<file path="src/rtl/det_pkg.sv">
// Shared types and constants for the shared serial "1011" detector arbiter.
package det_pkg;

  typedef enum logic [2:0] {
    StIdle,
    StClear,
    StShift,
    StDrain,
    StDone
  } det_state_e;

  localparam int unsigned PAT_LEN = 4;
  localparam logic [PAT_LEN-1:0] PAT = 4'b1011;

endpackage

</file>
<file path="src/rtl/det_rr_arb.sv">
// Combinational round-robin arbiter: first valid requester after last_i, with wrap.
module det_rr_arb #(
  parameter  int unsigned NREQ = 4,
  localparam int unsigned IDW  = $clog2(NREQ)
) (
  input  logic [NREQ-1:0] valid_i,
  input  logic [IDW-1:0]  last_i,
  output logic [NREQ-1:0] gnt_o,
  output logic [IDW-1:0]  idx_o,
  output logic            any_o
);

  int unsigned    cand;
  logic [IDW-1:0] cand_idx;

  always_comb begin
    gnt_o    = '0;
    idx_o    = '0;
    any_o    = 1'b0;
    cand     = 0;
    cand_idx = '0;
    for (int unsigned off = 1; off <= NREQ; off++) begin
      cand     = (int'(last_i) + off) % NREQ;
      cand_idx = IDW'(cand);
      if (!any_o && valid_i[cand_idx]) begin
        any_o           = 1'b1;
        gnt_o[cand_idx] = 1'b1;
        idx_o           = cand_idx;
      end
    end
  end

endmodule

</file>
<file path="src/rtl/det_share_arb.sv">
// Shares one external "1011" detector among NREQ requesters; returns per-word hit counts.
// Optional per-requester hit accumulators when DET_STATS_EN is defined.
module det_share_arb
  import det_pkg::*;
#(
  parameter  int unsigned NREQ  = 4,
  parameter  int unsigned WIDTH = 8,
  localparam int unsigned IDW   = $clog2(NREQ),
  localparam int unsigned CNTW  = $clog2(WIDTH + 1)
) (
  input  logic                  clk,
  input  logic                  rstn,
  input  logic [NREQ-1:0]       req_valid,
  input  logic [NREQ*WIDTH-1:0] req_data,
  output logic [NREQ-1:0]       req_ready,
  output logic                  det_rstn,
  output logic                  det_bit,
  input  logic                  det_match,
  output logic                  res_valid,
  input  logic                  res_ready,
  output logic [IDW-1:0]        res_id,
  output logic [CNTW-1:0]       res_hits
`ifdef DET_STATS_EN
  ,
  input  logic [IDW-1:0]        stat_sel,
  output logic [15:0]           stat_hits
`endif
);

  localparam int unsigned IW = $clog2(WIDTH);

  det_state_e       state_q, state_d;
  logic [WIDTH-1:0] word_q, word_d;
  logic [IW-1:0]    idx_q, idx_d;
  logic [IDW-1:0]   id_q, id_d;
  logic [IDW-1:0]   last_q, last_d;
  logic [CNTW-1:0]  hits_q, hits_d;

  logic [NREQ-1:0]  gnt;
  logic [IDW-1:0]   gnt_idx;
  logic             gnt_any;
  logic [WIDTH-1:0] sel_word;
  logic             clear;

  det_rr_arb #(
    .NREQ(NREQ)
  ) u_arb (
    .valid_i(req_valid),
    .last_i (last_q),
    .gnt_o  (gnt),
    .idx_o  (gnt_idx),
    .any_o  (gnt_any)
  );

  always_comb begin
    sel_word = '0;
    for (int i = 0; i < NREQ; i++) begin
      if (gnt[i]) sel_word = req_data[i*WIDTH +: WIDTH];
    end
  end

  always_comb begin
    state_d   = state_q;
    word_d    = word_q;
    idx_d     = idx_q;
    id_d      = id_q;
    last_d    = last_q;
    hits_d    = hits_q;
    req_ready = '0;
    det_bit   = 1'b0;
    clear     = 1'b0;
    unique case (state_q)
      StIdle: begin
        // Ready is held off during reset so no requester sees a phantom accept.
        req_ready = gnt & {NREQ{rstn}};
        if (gnt_any) begin
          word_d  = sel_word;
          id_d    = gnt_idx;
          last_d  = gnt_idx;
          hits_d  = '0;
          state_d = StClear;
        end
      end
      StClear: begin
        clear   = 1'b1;
        idx_d   = IW'(WIDTH - 1);
        state_d = StShift;
      end
      StShift: begin
        det_bit = word_q[idx_q];
        // First shift cycle still shows the cleared detector's flag.
        if (det_match && (idx_q != IW'(WIDTH - 1))) hits_d = hits_q + CNTW'(1);
        if (idx_q == '0) state_d = StDrain;
        else             idx_d   = idx_q - IW'(1);
      end
      StDrain: begin
        if (det_match) hits_d = hits_q + CNTW'(1);
        state_d = StDone;
      end
      StDone: begin
        if (res_ready) state_d = StIdle;
      end
      default: state_d = StIdle;
    endcase
  end

  always_ff @(posedge clk) begin
    if (!rstn) begin
      state_q <= StIdle;
      word_q  <= '0;
      idx_q   <= '0;
      id_q    <= '0;
      last_q  <= IDW'(NREQ - 1);
      hits_q  <= '0;
    end else begin
      state_q <= state_d;
      word_q  <= word_d;
      idx_q   <= idx_d;
      id_q    <= id_d;
      last_q  <= last_d;
      hits_q  <= hits_d;
    end
  end

  assign det_rstn  = rstn & ~clear;
  assign res_valid = (state_q == StDone);
  assign res_id    = id_q;
  assign res_hits  = hits_q;

`ifdef DET_STATS_EN
  logic [15:0] acc_q [NREQ];
  logic [16:0] acc_sum;

  assign acc_sum = {1'b0, acc_q[id_q]} + 17'(hits_q);

  always_ff @(posedge clk) begin
    if (!rstn) begin
      for (int i = 0; i < NREQ; i++) acc_q[i] <= '0;
    end else if (res_valid && res_ready) begin
      acc_q[id_q] <= acc_sum[16] ? 16'hFFFF : acc_sum[15:0];
    end
  end

  assign stat_hits = acc_q[stat_sel];
`endif

endmodule

</file>
<file path="config.mk">
export PLATFORM = sky130hd
export DESIGN_NAME = det_share_arb
export DESIGN_NICKNAME = d
export VERILOG_FILES = /design/src/rtl/det_pkg.sv /design/src/rtl/det_rr_arb.sv /design/src/rtl/det_share_arb.sv
export SDC_FILE = /design/constraint.sdc
export NUM_CORES = 1
export LEC_CHECK = 0
export ABC_AREA = 1
export CORE_UTILIZATION = 46
export DETAILED_ROUTE_END_ITERATION = 8
export PLACE_DENSITY = 0.81
export SLEW_MARGIN = 10
export SYNTH_ARGS = -nofsm -noshare
export SYNTH_HDL_FRONTEND = slang
export SYNTH_SLANG_ARGS = --single-unit
</file>
<file path="constraint.sdc">
create_clock -name clk -period 2.4 [get_ports clk]
set_input_delay 0.36 -clock clk [delete_from_list [all_inputs] [get_ports clk]]
set_output_delay 0.36 -clock clk [all_outputs]
set_load 0.03 [all_outputs]
</file>
Word-level counts from Yosys, hierarchy flattened. Cells that the tools add are included.

Bits of input ports: 40. Bits in registers: 22. Word-level logic and storage cells: 104. Output and inout bits: 13.

Equal/unequal tests: 11. Reductions and logical operators: 19. Bitwise operators: 6. $add $sub $neg: 6. Muxes and demuxes: 47. Order comparisons: 9.

Operator list (number): 4-bit 2-to-1 mux (8); 8-bit 2-to-1 mux (4); 1-bit 2-to-1 mux (15); 3-bit case mux with 5 select lines (1); 2-bit by 3-bit less-than comparator with 1-bit output (second input constant) (4); 3-bit 2-to-1 mux (4); 4-bit bitwise OR (3); 4-bit case mux with 3 select lines (1); 2-bit != test (second input constant) (5); 1-bit binary-select mux with 2-bit select (4); 1-bit demux with 2-bit select (4); 2-bit by 1-bit greater-or-equal comparator with 1-bit output (second input constant) (4); 1-bit logical AND (8); 2-bit 2-to-1 mux (4); 3-bit by 2-bit == test with 1-bit output (second input constant) (2); 3-bit logical NOT (2); 3-bit case mux with 2 select lines (1); 2-bit by 1-bit adder with 2-bit output (second input constant) (2); 2-bit adder (second input constant) (2); 4-bit by 1-bit adder with 4-bit output (second input constant) (1); 4-bit bitwise AND (1); 3-bit by 4-bit less-than comparator with 1-bit output (second input constant) (1); 2-bit AND reduction (2); 4-bit AND reduction (1); other kinds (12) (14).

Depth between registers and ports, before layout.
Word-level depth: 17. Gate-level depth with buffers: 15. Mapped depth without buffers: 13.

Modules after synthesis. From an unflattened synthesis, not the netlist that was laid out.

Cells, all modules: 306. Area, all modules: 1953.1 um2.

Modules (own cells, without submodules): det_share_arb (area each 1417.6 um2, cells each 225, sequential area each 440.4 um2, times used 1); det_rr_arb (area each 535.5 um2, cells each 81, sequential area each 0.0 um2, times used 1).

Least setup slack after synthesis. OpenSTA, ideal clock, no wires.

Kind: register to output. Start point: register last_q[1]. End point: output req_ready[2]. Stages on the path, launching flop included: 12. Data required time: 2.040 ns. Arrival time: 2.049 ns. Setup slack: -0.009 ns. Buffers on the path: 1. Path through: dfxtp_1 -> inv_1 -> ha_1 -> inv_1 -> o211ai_1 -> nand2_2 -> nor2_2 -> nand2_1 -> nand3_4 -> buf_6 -> nand2_1 -> inv_1.

Word-level cells in the longest chain between the ends: 15. Elaborated cells between the ends (all ways): 50. Those cells by class: add/sub: 4; order compare: 8; mux: 24; bitwise: 4; reduce/logical: 10.

RTL lines: from (decl) (RTL line det_share_arb.sv:36) `logic [IDW-1:0] last_q, last_d;`; from (signal assigned) (RTL line det_share_arb.sv:113) `last_q <= IDW'(NREQ - 1);`; from (signal assigned) (RTL line det_share_arb.sv:120) `last_q <= last_d;`; parallel branches: the longest is 12 deep, another holds 2-bit by 3-bit less-than comparator with 1-bit output; 4-bit 2-to-1 mux (*) (RTL line det_rr_arb.sv:25) `if (!any_o && valid_i[cand_idx]) begin`; 4-bit bitwise AND (*) (RTL line det_share_arb.sv:75) `req_ready = gnt & {NREQ{rstn}};`; 4-bit 2-to-1 mux (*) (RTL line det_share_arb.sv:72) `unique case (state_q)`; to (decl) (RTL line det_share_arb.sv:15) `output logic [NREQ-1:0] req_ready,`.

Mark *: on every way between the ends. The select of a mux whose other input is x is not followed.

Worst setup path in the final report.
Start point: register last_q[0]. End point: output req_ready[2].

Same word-level chain as after synthesis.

==> results_dict.tcl <==
set metrics [dict create \
    outcome "finished, final reports clean" \
    portBuffers 52 \
    clockRootBuffer "clkbuf_8" \
    crit_top_cell "inv_2" \
    p_int_mw 1.648 \
    cts_setup_buffers 0 \
    crit_path_max_fanout 9 \
    p_leak_nw 1.169 \
    cp-start-kind "flip-flop" \
    grt_usage 0.2257 \
    timing.rr.start "last_q[0]" \
    num_rows 22 \
    avgSynthCellArea_sq_um 7.117 \
    r2r_end "word_q[2]" \
    syn_inst 266 \
    max_stage_delay_ns 0.37 \
    finalClockSkew_ns 0.006202 \
    cts.path.max_buffers 2 \
    yosysTopAreaCellShare 0.2327 \
    peakVddDrop_v 0.0009751 \
    overflow 0 \
    boundaryPins 53 \
    p_seq_frac 0.169 \
    synth_enable_flop_cells 0 \
    dp.cells 371 \
    die_h_um 66.15 \
    holdCritStartpoint "res_id[1]" \
    wire_per_inst_um 12.08 \
    hold_viol 0 \
    syn2layout_area_growth_pct 35.69 \
    r2r_slack_ns 0.39 \
    placed_cell_area_sq_mm 0.002490 \
    crit_start "last_q[0]" \
    drv_slew 0 \
    synth_top_flop_cell "dfxtp_1" \
    gp_congestion 0.8560 \
    cts-buffers-inserted 3 \
    fmax_mhz 435.2 \
    initial_core_util 0.4984 \
    cts_tree "built" \
    antenna_found_initial 0 \
    rsz0062_at_grt "false" \
    fin_ws_ns 0.1022 \
    firstDrtPassIters 4 \
    ys_warn_count 0 \
    p_sw_frac 0.5314 \
    clk_latency_ns 0.27 \
    clock_sinks 22 \
    synth_nets 318 \
    hold_path_class "flip-flop to flip-flop" \
    synth_top_cell_by_area "dfxtp_1" \
    multi_input_area_sq_mm 0.001269 \
    cp_slowest_cell "dfxtp_4" \
    drive_above_1_share 0.2018 \
    nNetsFinal 380 \
    h-tree-depth 1 \
    cp_num_buf_inv 4 \
    fill_cells 354 \
    wirelength_um 4531 \
    worstPathCellList "inv_6 > ha_4 > inv_2 > nand2_4 > nand2_8 > nor2_8 > nand4_1 > nand3_4 > nand2_1 > inv_2 > buf_4" \
    critical_path_cell_count 11 \
    p_sw_mw 1.869 \
    final-instance-count-excl-fill 375 \
    max-cap-violations 0 \
    synth_seq_cells 22 \
    post-place-ws_ns 0.1358 \
    num_vias 1909 \
    antenna_left 0 \
    grt_pass1_vias 1768 \
    combinationalPowerShare 0.754 \
    routed_via_density 5.091 \
    synthArstFlopShare 0 \
    cp.required_ns 2.04 \
    core_area_sq_mm 0.003799 \
    hold_end "res_id[1]" \
    ys_top_cells_by_area "dfxtp_1 23%, nand2_1 9.9%, a21oi_1 9.0%" \
    crit_arrival_ns 1.94 \
    antenna-diode-count 0 \
    timing.slew.headroom 0.7920 \
    final-setup-viol-count 0 \
    crit_path_end_kind "output pin" \
    dieArea_sq_mm 0.004376 \
    worst_pin_slew_ns 0.3110 \
    path_class "flip-flop to output pin" \
    clk_pin_slew_ns 0.07 \
    cts_hold_buf 0 \
    hpwl_um 3524 \
    hold_depth 2 \
    synth_area_sq_mm 0.001893 \
    design_area_sq_mm 0.002569 \
    fin_hold_ws_ns 0.4827 \
    power_frac_clock 0.077 \
    regArea_sq_um 444.2 \
    drt-initial-drc-count 83 \
    ys_types 39 \
    period_needed_ns 2.298 \
    drc_errors 0 \
    reg2reg_depth 13 \
    p_per_area_mw_per_mm2 1369 \
    grt_max_degree 17 \
    grt_pass1_wl_um 7755 \
    min_period_over_period 0.9574 \
    die_w_um 66.15 \
    critPathTopFamily "simple AND/OR/NAND/NOR gates" \
    finalSetupTns_ns 0 \
    ys_seq_area_frac 0.2327 \
]
[per-stage QoR]
stage,power (mW),utilization
6_report,3.517,0.6762
5_1_grt,3.874,0.6762
4_1_cts,3.510,0.6749
3_5_place_dp,3.189,0.6555
3_3_place_gp,3.128,0.6555
2_1_floorplan,2.637,-
[worst reg2reg max path: stages, from the launching register on]
cell,delay [ns]
dfxtp_4,0.37
inv_6,0.06
ha_4,0.29
inv_2,0.06
nand2_4,0.09
nand2_8,0.08
nor2_8,0.14
nand4_1,0.20
nand3_4,0.14
buf_4,0.21
a21oi_1,0.07
nand2_1,0.06
nand2_1,0.08
a21oi_2,0.12
[routing by layer]
metal,vias up,part of all wire,routed length (um),global-route usage
met5,-,0,0,0
met3,7,0.043,194,0.02414
met4,0,0.017,78,0.07979
li1,1016,-,-,-
met1,838,0.48,2176,0.2976
met2,48,0.46,2082,0.3776
[sequential cells by signal, summed over array words and instances (netlist names)]
register and flops:
state_q 3, last_q 2, word_q 8, res_hits 4, res_id 2, idx_q 3
[layout by cell type, fill, tap and decap left out, types with 2 or more instances in the layout]
cell,Yosys,routed
inv_1,31,28
nand3_1,16,16
nor2_4,1,2
nand2_4,2,2
o21ai_0,10,10
nor3b_1,2,2
nand2_1,50,50
a21oi_2,11,11
clkbuf_8,0,4
nand4_1,3,3
nor3_1,6,6
nor2_1,11,11
nand3_4,4,4
a21boi_0,2,2
clkdlybuf4s50_1,0,47
o211ai_1,3,3
a21oi_1,34,34
buf_4,1,15
ha_1,12,11
o21ai_1,7,7
dfxtp_1,22,21
nand3_2,3,3
inv_2,3,6
nand2_2,10,10
nand3b_1,2,2
[cell type report]
| class | instances | share of cell area |
|---|---|---|
| timing repair buffer | 63 | 0.2319 |
| sequential | 22 | 0.1729 |
| tap | 48 | 0.02338 |
| inverter | 37 | 0.05650 |
| multi-input combinational | 201 | 0.4939 |
| clock buffer | 4 | 0.02143 |
[Yosys cell counts (4+ instances only)]
library cell   n
a21oi_1       34
a21oi_2       11
buf_6          4
dfxtp_1       22
ha_1          12
inv_1         31
nand2_1       50
nand2_2       10
nand3_1       16
nand3_4        4
nor2_1        11
nor3_1         6
o21ai_0       10
o21ai_1        7
[worst max-delay path by stage]
stage	end	slack (ns)
detailed placement	req_ready[0]	0.14
floorplan	req_ready[2]	0.05
finish	req_ready[2]	0.10
CTS	det_bit	0.03
global route	req_ready[0]	0.003
global placement	req_ready[0]	0.17
[power groups by stage]
stage	clock, mW	sequential [mW]	combinational, mW
finish	0.270	0.594	2.65
floorplan	0	0.607	2.03
global route	0.281	0.612	2.98
detailed placement	0	0.596	2.59
global placement	0	0.591	2.54
CTS	0.276	0.592	2.64
[logic make-up after synthesis]
kind of cell,count (synthesis),synth area share
AOI/OAI and AO/OA,73,0.2373
buffers and inverters,43,0.1064
adders and majority gates,12,0.07931
and+or+nand+nor,115,0.3397
DFF,22,0.2326
xor gates and xnor gates,1,0.004627
[what timing repair did]
action                     CTS  global route
pin swaps                    1             2
resized for setup            3             3
setup endpoints to repair    4             5
(Power assumes the default switching activity.)
